--- config.mk ---
export PLATFORM = sky130hd
export DESIGN_NAME = mul_hilo_ctrl
export DESIGN_NICKNAME = d
export VERILOG_FILES = /design/src/rtl/mul_hilo_ctrl.sv
export SDC_FILE = /design/constraint.sdc
export NUM_CORES = 1
export LEC_CHECK = 0
export ABC_AREA = 0
export CAP_MARGIN = 20
export CORE_MARGIN = 2
export CORE_UTILIZATION = 45
export DETAILED_ROUTE_END_ITERATION = 8
export GPL_TIMING_DRIVEN = 1
export PLACE_DENSITY = 0.74
export RECOVER_POWER = 25
export REMOVE_ABC_BUFFERS = 1
export SETUP_SLACK_MARGIN = 0.1
export SLEW_MARGIN = 20
export SYNTH_ARGS = -nofsm -noshare
export SYNTH_HDL_FRONTEND = slang
export SYNTH_SLANG_ARGS = --single-unit
--- constraint.sdc ---
create_clock -name clk -period 6.04 [get_ports clk]
set_input_delay 1.208 -clock clk [delete_from_list [all_inputs] [get_ports clk]]
set_output_delay 1.208 -clock clk [all_outputs]
set_load 0.05 [all_outputs]
--- src/rtl/mul_hilo_ctrl.sv ---
// HI/LO sequencer behind the shift-add multiplier: launches it, captures the product and serves reads.
// Optional MTHI/MTLO write support is compiled in when MUL_HILO_MT_EN is defined.
module mul_hilo_ctrl #(
  parameter int MUL_CYCLES = 32
) (
  input  logic        clk,
  input  logic        reset,
  input  logic        valid,
  input  logic [5:0]  Signal,
  input  logic [31:0] dataA,
  input  logic [63:0] dataIn,
  output logic        firstart,
  output logic        busy,
  output logic        done,
  output logic [31:0] dataOut,
  output logic        outValid,
  output logic        drop
);

  localparam logic [5:0] FN_MULTU = 6'h19;
  localparam logic [5:0] FN_MFHI  = 6'h10;
  localparam logic [5:0] FN_MFLO  = 6'h12;
  localparam logic [5:0] FN_MTHI  = 6'h11;
  localparam logic [5:0] FN_MTLO  = 6'h13;

  localparam int              CNT_W    = (MUL_CYCLES > 1) ? $clog2(MUL_CYCLES) : 1;
  localparam logic [CNT_W-1:0] CNT_LAST = CNT_W'(MUL_CYCLES - 1);

  typedef enum logic [1:0] {
    IDLE  = 2'd0,
    START = 2'd1,
    RUN   = 2'd2,
    WRITE = 2'd3
  } state_t;

  state_t           state_reg, state_next;
  logic [CNT_W-1:0] count_reg, count_next;
  logic [31:0]      hi_reg, hi_next;
  logic [31:0]      lo_reg, lo_next;
  logic             pend_reg, pend_next;
  logic             pend_hi_reg, pend_hi_next;
  logic             firstart_reg, firstart_next;
  logic [31:0]      dataout_reg, dataout_next;
  logic             outvalid_reg, outvalid_next;
  logic             drop_reg, drop_next;

  logic is_multu;
  logic is_read;
  logic read_hi;
  logic is_idle;

  assign is_multu = valid && (Signal == FN_MULTU);
  assign is_read  = valid && ((Signal == FN_MFHI) || (Signal == FN_MFLO));
  assign read_hi  = (Signal == FN_MFHI);
  assign is_idle  = (state_reg == IDLE);

`ifdef MUL_HILO_MT_EN
  logic is_mthi;
  logic is_mtlo;
  assign is_mthi = valid && (Signal == FN_MTHI);
  assign is_mtlo = valid && (Signal == FN_MTLO);
`else
  logic unused_dataa;
  assign unused_dataa = ^{dataA, FN_MTHI, FN_MTLO};
`endif

  // ---------------------------------------------------------------- state register
  always_ff @(posedge clk or negedge reset) begin
    if (!reset) begin
      state_reg <= IDLE;
      count_reg <= '0;
    end else begin
      state_reg <= state_next;
      count_reg <= count_next;
    end
  end

  // ---------------------------------------------------------------- next state
  always_comb begin
    state_next = state_reg;
    count_next = count_reg;
    case (state_reg)
      IDLE: begin
        if (is_multu) state_next = START;
      end
      START: begin
        state_next = RUN;
        count_next = '0;
      end
      RUN: begin
        if (count_reg == CNT_LAST) state_next = WRITE;
        else                       count_next = count_reg + 1'b1;
      end
      WRITE: begin
        state_next = IDLE;
      end
      default: begin
        state_next = IDLE;
      end
    endcase
  end

  // ---------------------------------------------------------------- FSM outputs
  always_comb begin
    busy          = (state_reg != IDLE);
    done          = (state_reg == WRITE);
    firstart_next = (state_next == START);
  end

  // ---------------------------------------------------------------- HI/LO and read path
  always_comb begin
    hi_next       = hi_reg;
    lo_next       = lo_reg;
    pend_next     = pend_reg;
    pend_hi_next  = pend_hi_reg;
    dataout_next  = dataout_reg;
    outvalid_next = 1'b0;
    drop_next     = 1'b0;

    if ((state_reg == RUN) && (count_reg == CNT_LAST)) begin
      hi_next = dataIn[63:32];
      lo_next = dataIn[31:0];
    end

    // HI/LO already hold the new product during WRITE, so the parked read is answered here
    if ((state_reg == WRITE) && pend_reg) begin
      dataout_next  = pend_hi_reg ? hi_reg : lo_reg;
      outvalid_next = 1'b1;
      pend_next     = 1'b0;
    end

    if (is_read) begin
      if (is_idle) begin
        dataout_next  = read_hi ? hi_reg : lo_reg;
        outvalid_next = 1'b1;
      end else if (pend_reg) begin
        drop_next = 1'b1;
      end else if (state_reg == WRITE) begin
        dataout_next  = read_hi ? hi_reg : lo_reg;
        outvalid_next = 1'b1;
      end else begin
        pend_next    = 1'b1;
        pend_hi_next = read_hi;
      end
    end

    if (is_multu && !is_idle) drop_next = 1'b1;

`ifdef MUL_HILO_MT_EN
    if (is_mthi || is_mtlo) begin
      if (is_idle) begin
        if (is_mthi) hi_next = dataA;
        else         lo_next = dataA;
      end else begin
        drop_next = 1'b1;
      end
    end
`endif
  end

  always_ff @(posedge clk or negedge reset) begin
    if (!reset) begin
      hi_reg       <= '0;
      lo_reg       <= '0;
      pend_reg     <= 1'b0;
      pend_hi_reg  <= 1'b0;
      firstart_reg <= 1'b0;
      dataout_reg  <= '0;
      outvalid_reg <= 1'b0;
      drop_reg     <= 1'b0;
    end else begin
      hi_reg       <= hi_next;
      lo_reg       <= lo_next;
      pend_reg     <= pend_next;
      pend_hi_reg  <= pend_hi_next;
      firstart_reg <= firstart_next;
      dataout_reg  <= dataout_next;
      outvalid_reg <= outvalid_next;
      drop_reg     <= drop_next;
    end
  end

  assign firstart = firstart_reg;
  assign dataOut  = dataout_reg;
  assign outValid = outvalid_reg;
  assign drop     = drop_reg;

endmodule

* Yosys cells after proc, flatten, opt, wreduce, memory -nomap -nowiden
Cells that the tools add are included.
** Storage, ports and cells
- Bits in registers :: 108
- Latch bits :: 0
- Bits in writable memories :: 0
- ROM bits :: 0
- Input port bits :: 105
- Output and inout port bits :: 37
- Word-level logic and storage cells :: 61
- Memories :: 0
** Cells by class
- $add $sub $neg :: 1
- Multipliers :: 0
- Divide/modulo/power cells :: 0
- $lt $le $gt $ge :: 0
- Equality and inequality tests :: 9
- Shift operators :: 0
- Mux-type cells :: 26
- Bitwise operators :: 3
- Reductions and logical operators :: 12
** Operators by type and width (number)
- 32-bit two-way mux :: 7
- 6-bit by 5-bit == test with 1-bit output (second input constant) :: 3
- 1-bit two-way mux :: 14
- 5-bit case mux with 2 select lines :: 1
- 2-bit case mux with 4 select lines :: 1
- 5-bit by 1-bit adder with 5-bit output (second input constant) :: 1
- 5-bit == test (second input constant) :: 1
- 1-bit logical AND :: 5
- 5-bit two-way mux :: 1
- 2-bit by 1-bit == test with 1-bit output (second input constant) :: 2
- 2-bit == test (second input constant) :: 2
- 2-bit two-way mux :: 2
- 4-bit AND reduction :: 1
- 2-bit nonzero test :: 2
- 1-bit NOT :: 3
- 2-bit zero test :: 1
- 2-bit != test (second input constant) :: 1
- 2-bit AND reduction :: 1
- 1-bit zero test :: 1
- 1-bit logical OR :: 1

* Logic depth before layout (Yosys ltp)
Gate-level depths: netlist of the first run.
- Depth after elaboration :: 7
- Depth in mapped cells :: 8
- Depth with buffers taken out :: 7

* Least setup slack after synthesis of the first run
No wires, ideal clock.
- Path type :: in2reg
- Start point :: in Signal[2]
- End point :: reg dataout_reg[11], in the netlist dataOut[11]
- Library setup time :: 131 ps
- Arrival :: 2521 ps
- Required time :: 5909 ps
- Slack :: 3389 ps
- Stages :: 6
- Path buffers :: 2
- Cells stage by stage :: or3b_4 > or4_1 > buf_4 > buf_6 > mux2i_1 > mux2i_1
** Between the ends
- Longest elaborated chain between the ends :: 6
- Elaborated cells between the ends (all ways) :: 9
- Those cells by class :: eq/ne (2); mux (5); reduce/logical (2)
** Ends and longest elaborated chain
- from (decl) :: RTL line 9 : input logic [5:0] Signal,
- 6-bit by 5-bit == test with 1-bit output :: RTL line 53, 54
- 32-bit two-way mux :: RTL line 134, 139
- 32-bit two-way mux :: RTL line 138 : end else if (state_reg == WRITE) begin
- 32-bit two-way mux :: RTL line 136 : end else if (pend_reg) begin
- 32-bit two-way mux :: RTL line 133 : if (is_idle) begin
- 32-bit two-way mux (*) :: RTL line 132 : if (is_read) begin
- net dataout_next[11] :: RTL line 43 : logic [31:0] dataout_reg, dataout_next;
- to (signal assigned) :: RTL line 177 : dataout_reg <= dataout_next;
- to (decl) :: RTL line 43
The timed path passes the listed nets; every way through them passes the cells marked *.
A chain may end at the register's enable or synchronous reset.

==> results of run 1 <==
## area by class of cell
class | instances | area (sq um)
multi-input cells | 269 | 2290
clock buffers | 9 | 225
fillers | 946 | 4630
well taps | 143 | 179
clock inverters | 7 | 91.3
repair buffers | 114 | 1120
inverters | 8 | 30.0
flip-flops and latches | 108 | 2700
## how the worst max path moves through the flow
stage,slack [ns],endpoint
6_report,2.32,pend_hi_reg
5_1_grt,1.73,pend_hi_reg
4_1_cts,2.77,busy
3_5_place_dp,2.57,dataOut[19]
3_3_place_gp,2.62,dataOut[10]
2_1_floorplan,2.82,dataOut[0]
## cells by family after synthesis
group                    Yosys count
flip-flops                       108
AND/OR/NAND/NOR                   55
adder cells (fa/ha/maj)            6
AO/OA/AOI/OAI                     46
buffers and inverters             33
multiplexers                     162
## synthesized netlist by cell type (all sizes together)
| master | instances |
|---|---|
| o22ai | 1 |
| nor3 | 1 |
| nor4 | 1 |
| o21ai | 2 |
| a21oi | 37 |
| nor2 | 38 |
| a22o | 2 |
| o21a | 1 |
| nor2b | 3 |
| ha | 6 |
| clkbuf | 13 |
| nand2 | 7 |
| or4 | 2 |
| mux2i | 97 |
| a31oi | 3 |
| or3b | 1 |
| buf | 12 |
| dfrtp | 108 |
| and3 | 1 |
| mux2 | 65 |
| inv | 8 |
| nand4b | 1 |
## per-layer routing
| metal | vias to the layer above | routed length, um |
|---|---|---|
| met2 | 88 | 5310 |
| met5 | - | 0 |
| met1 | 1742 | 4530 |
| met3 | 14 | 770 |
| met4 | 0 | 136 |
| li1 | 1647 | - |
## metrics by stage
step	util (%)	hold WS, ns
6_report	59.0	0.521
5_1_grt	59.0	0.547
4_1_cts	59.0	0.522
3_5_place_dp	56.2	0.511
3_3_place_gp	56.2	0.494
2_1_floorplan	-	0.464
## where the power goes
group	internal, mW	switching, mW
logic	0.461	0.635
registers	0.933	0.174
clock network	0.362	0.258
total	1.76	1.07
==> summary.md, run 1 <==
| Metric | Value |
|---|---|
| Final hold violation count | 0 |
| Top cell family by delay on the critical path | buffers and inverters |
| First-pass GRT wire length | 18100 um |
| Port bufs | 109 |
| Vias in the first global route | 3713 |
| Failing checks | capacitance limit, slew limit |
| Worst setup path category | primary input to asynchronous set/reset pin |
| Worst Path Required | 6.39 ns |
| Final setup skew | 0.00634 ns |
| R2R Path Start | count_reg[0] |
| Max FO, Critical Path | 58 |
| Post-Synth Adder-Cell Area | 1.46% |
| Worst reg2reg path depth | 6 |
| Seq cells post-synth | 108 |
| Post-Synth Simple-Gate Area | 4.96% |
| Commonest non-fill, non-tap cell in the layout | clkdlybuf4s50_1 |
| GR Layer Usage met3 | 6.12% |
| Clk slew on worst S/H paths | 0.07 ns |
| Worst Hold End | count_reg[0] |
| Final worst slack | 2.32 ns |
| Worst vdd ir | 0.000233 V |
| Post-DP Area | 6330 sq um |
| Worst Setup SP | reset |
| Synth top area share | 52.5% |
| Cells after DPL | 642 |
| Initial antenna violation count | 0 |
| CTS tree | yes |
| Sequential-to-total area share from yosys stat | 52.5% |
| ANT cells | 0 |
| Commonest cells after routing, fill and taps aside | clkdlybuf4s50_1, dfrtp_1, mux2i_1 |
| Setup crit end kind | asynchronous set/reset pin |
| Post-cts sizing count | 0 |
| Multiplexer share of the synthesized area | 33.1% |
| Largest family of logic cells by synthesized area | multiplexers |
| Syn Inst Count | 410 |
| Yosys warns | 0 |
| Crit path depth | 2 |
| Drt wl/cell | 16.3 um |
| Post-route cell area | 6650 sq um |
| Hold_sp | count_reg[0] |
| Die area | 12300 sq um |
| XOR/XNOR share of the synthesized area | 0% |
| GRT busiest layer | met2 |
| Crit-path max cell delay | 1.97 ns |
| Dpl ws | 2.57 ns |
| Nets | 621 |
| Slowest cell on crit path | clkbuf_1 |
| Vias | 3491 |
| P&R area growth vs syn | 29.2% |
| Crit path cell chain | clkbuf_1 -> buf_4 |
| Sink Count | 108 |
| DR iter-0 viols | 82 |
| Largest net degree at the start of global routing | 59 |
| Max clock buf depth | 2 |
| Layout cells sized above 1 | 17.9% |
| Power per cell area | 425 nW/um^2 |
| Die Ht | 111 um |
| CP Launch Type | primary input |
| Count of final max-slew check failures | 52 |
| Most area-consuming cells after synthesis | dfrtp_1, mux2i_1, mux2_2 |
| Area leader, netlist | dfrtp_1 |
| GRT met2 Usage | 30.5% |
| FMAX | 0.269 GHz |
| GR Layer Usage met1 | 23.0% |
| Top-level I/O count | 142 |
| Final ANT Viol Nets | 0 |
| Worst slew margin | -88.9% |
| Overall Power | 2.82 mW |
| Mapped Area | 5140 sq um |
| Status | finished with violations |
| Worst Hold Class | flop to flop |
| Num CTS Buffers | 9 |
| Fin crit share | 61.6% |
| Compound-Gate Fraction of Synth Area | 4.84% |
| Reg2Reg Setup Slack | 3.29 ns |
| R2R Path End | hi_reg[31] |
| Setup TNS | 0 ns |
| Hold Path Depth | 1 |
| Post-layout min period | 3.72 ns |
| H-tree Lvls | 3 |
| Initial core utilization | 45.6% |
| Mapped Avg Cell Area | 12.5 sq um |
| Core Area | 11300 sq um |
| HPWL Detailed | 7060 um |
| Leakage power total | 3.25 nW |
| GP Congestion | 0.733 |
| GRT Total Usage | 18.4% |
| Synth cell types | 25 |
| Non-filler instance count after layout | 658 |
| Die Wd | 111 um |
| Max Cap Viol | 1 |
| Worst-margin pin slew | 2.83 ns |
| RSZ-0062 raised after global routing | no |
| Drt pass-1 iters | 4 |
| Setup Fix Bufs, Post-CTS | 0 |
| Root Driver | clkbuf_16 |
| Grt total ovfl | 0 |
| CTS Hold Bufs | 0 |
| Row count | 39 |
| DRT Wirelength | 10700 um |
| Setup Viol. Count Final | 0 |
| Data arrival, critical path | 4.07 ns |
| Crit path buffers/inverters | 2 |
| Clock Latency Late Sink | 0.34 ns |
| Drc violations | 0 |
| Vias per Instance | 5.31 |
(Power assumes the default switching activity.)
==> run 2: changes to the inputs <==
--- a/config.mk
+++ b/config.mk
@@ -8,10 +8,10 @@
 export ABC_AREA = 0
 export CAP_MARGIN = 20
 export CORE_MARGIN = 2
-export CORE_UTILIZATION = 45
+export CORE_UTILIZATION = 44
 export DETAILED_ROUTE_END_ITERATION = 8
 export GPL_TIMING_DRIVEN = 1
-export PLACE_DENSITY = 0.74
+export PLACE_DENSITY = 0.75
 export RECOVER_POWER = 25
 export REMOVE_ABC_BUFFERS = 1
 export SETUP_SLACK_MARGIN = 0.1
==> constraint.sdc (replaced) <==
create_clock -name clk -period 3.2 [get_ports clk]
set_input_delay 0.64 -clock clk [delete_from_list [all_inputs] [get_ports clk]]
set_output_delay 0.64 -clock clk [all_outputs]
set_load 0.05 [all_outputs]
==> summary.md, run 2 (same netlist as run 1, synthesis figures left out) <==
| Metric | Value |
|---|---|
| Status | finished, final reports clean |
| Filler Cell Count | 953 (+0.74%) |
| Drt pass-1 iters | 4 (unchanged) |
| R2R Path Start | count_reg[0] |
| Top-level I/O count | 142 (unchanged) |
| First-pass GRT wire length | 18100 um (+0.15%) |
| Initial antenna violation count | 0 (unchanged) |
| Vias | 3501 (+0.29%) |
| Setup Fix Bufs, Post-CTS | 0 (unchanged) |
| R2R Path End | lo_reg[7] |
| Num CTS Buffers | 9 (unchanged) |
| Post-cts sizing count | 0 (unchanged) |
| Worst Hold Class | flop to flop |
| Drt wl/cell | 16.4 um (+0.70%) |
| Setup TNS | 0 ns (unchanged) |
| Post-layout min period | 2.70 ns |
| Worst-margin pin slew | 1.47 ns (-1.36 ns) |
| Final hold violation count | 0 (unchanged) |
| CTS Hold Bufs | 0 (unchanged) |
| Vias in the first global route | 3757 (+1.2%) |
| Worst setup path category | flop to output pin |
| ANT cells | 0 (unchanged) |
| Register area | 2700 sq um (unchanged) |
| Clk slew on worst S/H paths | 0.07 ns (about the same) |
| Initial core utilization | 45.1% (-0.59 points) |
| Cells after DPL | 644 (+0.31%) |
| Port bufs | 109 (unchanged) |
| Hold_sp | hi_reg[13] |
| Worst reg2reg path depth | 6 (unchanged) |
| Fin crit share | 84.5% |
| Commonest cells after routing, fill and taps aside | clkdlybuf4s50_1, dfrtp_1, mux2i_1 |
| HPWL Detailed | 7490 um (+6.2%) |
| Final setup skew | 0.00912 ns (+0.00278 ns) |
| Setup crit end kind | output pin |
| Post-Route Utilization | 58.4% (-0.54 points) |
| Largest net degree at the start of global routing | 59 (unchanged) |
| Core Area | 11400 sq um (+1.3%) |
| H-tree Lvls | 3 (unchanged) |
| Max Cap Viol | 0 (-1) |
| Non-filler instance count after layout | 660 (+0.30%) |
| Reg2Reg Setup Slack | 1.01 ns (-2.28 ns) |
| Max FO, Critical Path | 7 (-88%) |
| Row count | 39 (unchanged) |
| Count of final max-slew check failures | 0 (-100%) |
| GP Congestion | 0.714 (-2.6%) |
| Hold Path Depth | 1 (unchanged) |
| Die Ht | 112 um (+1.1%) |
| Worst Path Required | 2.56 ns (-3.83 ns) |
| P&R area growth vs syn | 29.6% |
| Clock Latency Late Sink | 0.34 ns (about the same) |
| DR iter-0 viols | 146 (+78%) |
| DRT Wirelength | 10800 um (+1.0%) |
| FMAX | 0.370 GHz |
| RSZ-0062 raised after global routing | no |
| CP Launch Type | flop |
| Setup Viol. Count Final | 0 (unchanged) |
| Layout cells sized above 1 | 18.4% (+0.51 points) |
| Drc violations | 0 (unchanged) |
| Worst slew margin | 1.72% (+91 points) |
| Nets | 623 (+0.32%) |
| Final ANT Viol Nets | 0 (unchanged) |
| Sink Count | 108 (unchanged) |
| Grt total ovfl | 0 (unchanged) |
| Max clock buf depth | 2 (unchanged) |
| Worst vdd ir | 0.000618 V (+170%) |
| Root Driver | clkbuf_16 |
| Multi-input gate area in the final layout | 2300 sq um (+0.11%) |
| Die area | 12600 sq um (+2.2%) |
| Die Wd | 112 um (+1.1%) |
| Hold slack final | 0.530 ns (+0.00954 ns) |
| Power per cell area | 781 nW/um^2 (+84%) |
| Vias per Instance | 5.30 (about the same) |
| CTS tree | yes |
| Worst Hold End | hi_reg[13] |
| GRT Total Usage | 18.0% (-0.39 points) |
| Commonest non-fill, non-tap cell in the layout | clkdlybuf4s50_1 |
| Leakage power total | 3.26 nW (+0.38%) |
| Data arrival, critical path | 2.06 ns (-2.01 ns) |
[run 2: changes by cell type in the layout (fill, tap and decap cells not counted), sizes merged]
cell	previous run	this run
buf	5	7
bufinv	2	0
clkinv	4	1
inv	8	11
clkbuf	10	12
[run 2: per-stage QoR]
stage	setup WS (ns)	total power, mW	cell area, sq um
3_5_place_dp	0.386	4.21	6390
4_1_cts	0.484	5.27	6670
3_3_place_gp	0.487	4.10	6390
6_report	0.497	5.21	6670
5_1_grt	0.401	5.51	6670
2_1_floorplan	0.236	3.44	5010
[run 2: critical path, cell delays in order, from the launching register on]
cell	delay (ns)
dfrtp_1	0.40
inv_1	0.09
ha_1	0.31
inv_1	0.11
clkdlybuf4s50_1	0.81
[run 2: cell type report]
class	count	area share, %
flip-flops and latches	108	40.5
multi-input cells	269	34.4
repair buffers	116	17.6
clock buffers	11	3.64
well taps	143	2.68
clock inverters	5	0.638
inverters	8	0.450
[run 2: where the power goes]
part	switching [mW]	internal (mW)	total, mW
registers	0.265	1.76	2.03
clock network	0.490	0.559	1.05
logic	1.26	0.873	2.14
total	2.02	3.19	5.21
[run 2: metal layers]
metal	vias to the layer above	part of all wire [%]	track usage, %
met3	20	4.6	4.43
li1	1655	-	-
met5	-	0	0
met2	89	52	30.9
met1	1737	41	21.6
met4	0	2.2	7.97
[run 2: worst max-delay path by stage]
| stage | from | to |
|---|---|---|
| final | state_reg[0] | busy |
| after floorplan | count_reg[0] | hi_reg[0] |
| after global routing | state_reg[0] | busy |
| after global placement | Signal[4] | dataOut[18] |
| after detailed placement | Signal[4] | dataOut[27] |
| after CTS | state_reg[0] | busy |
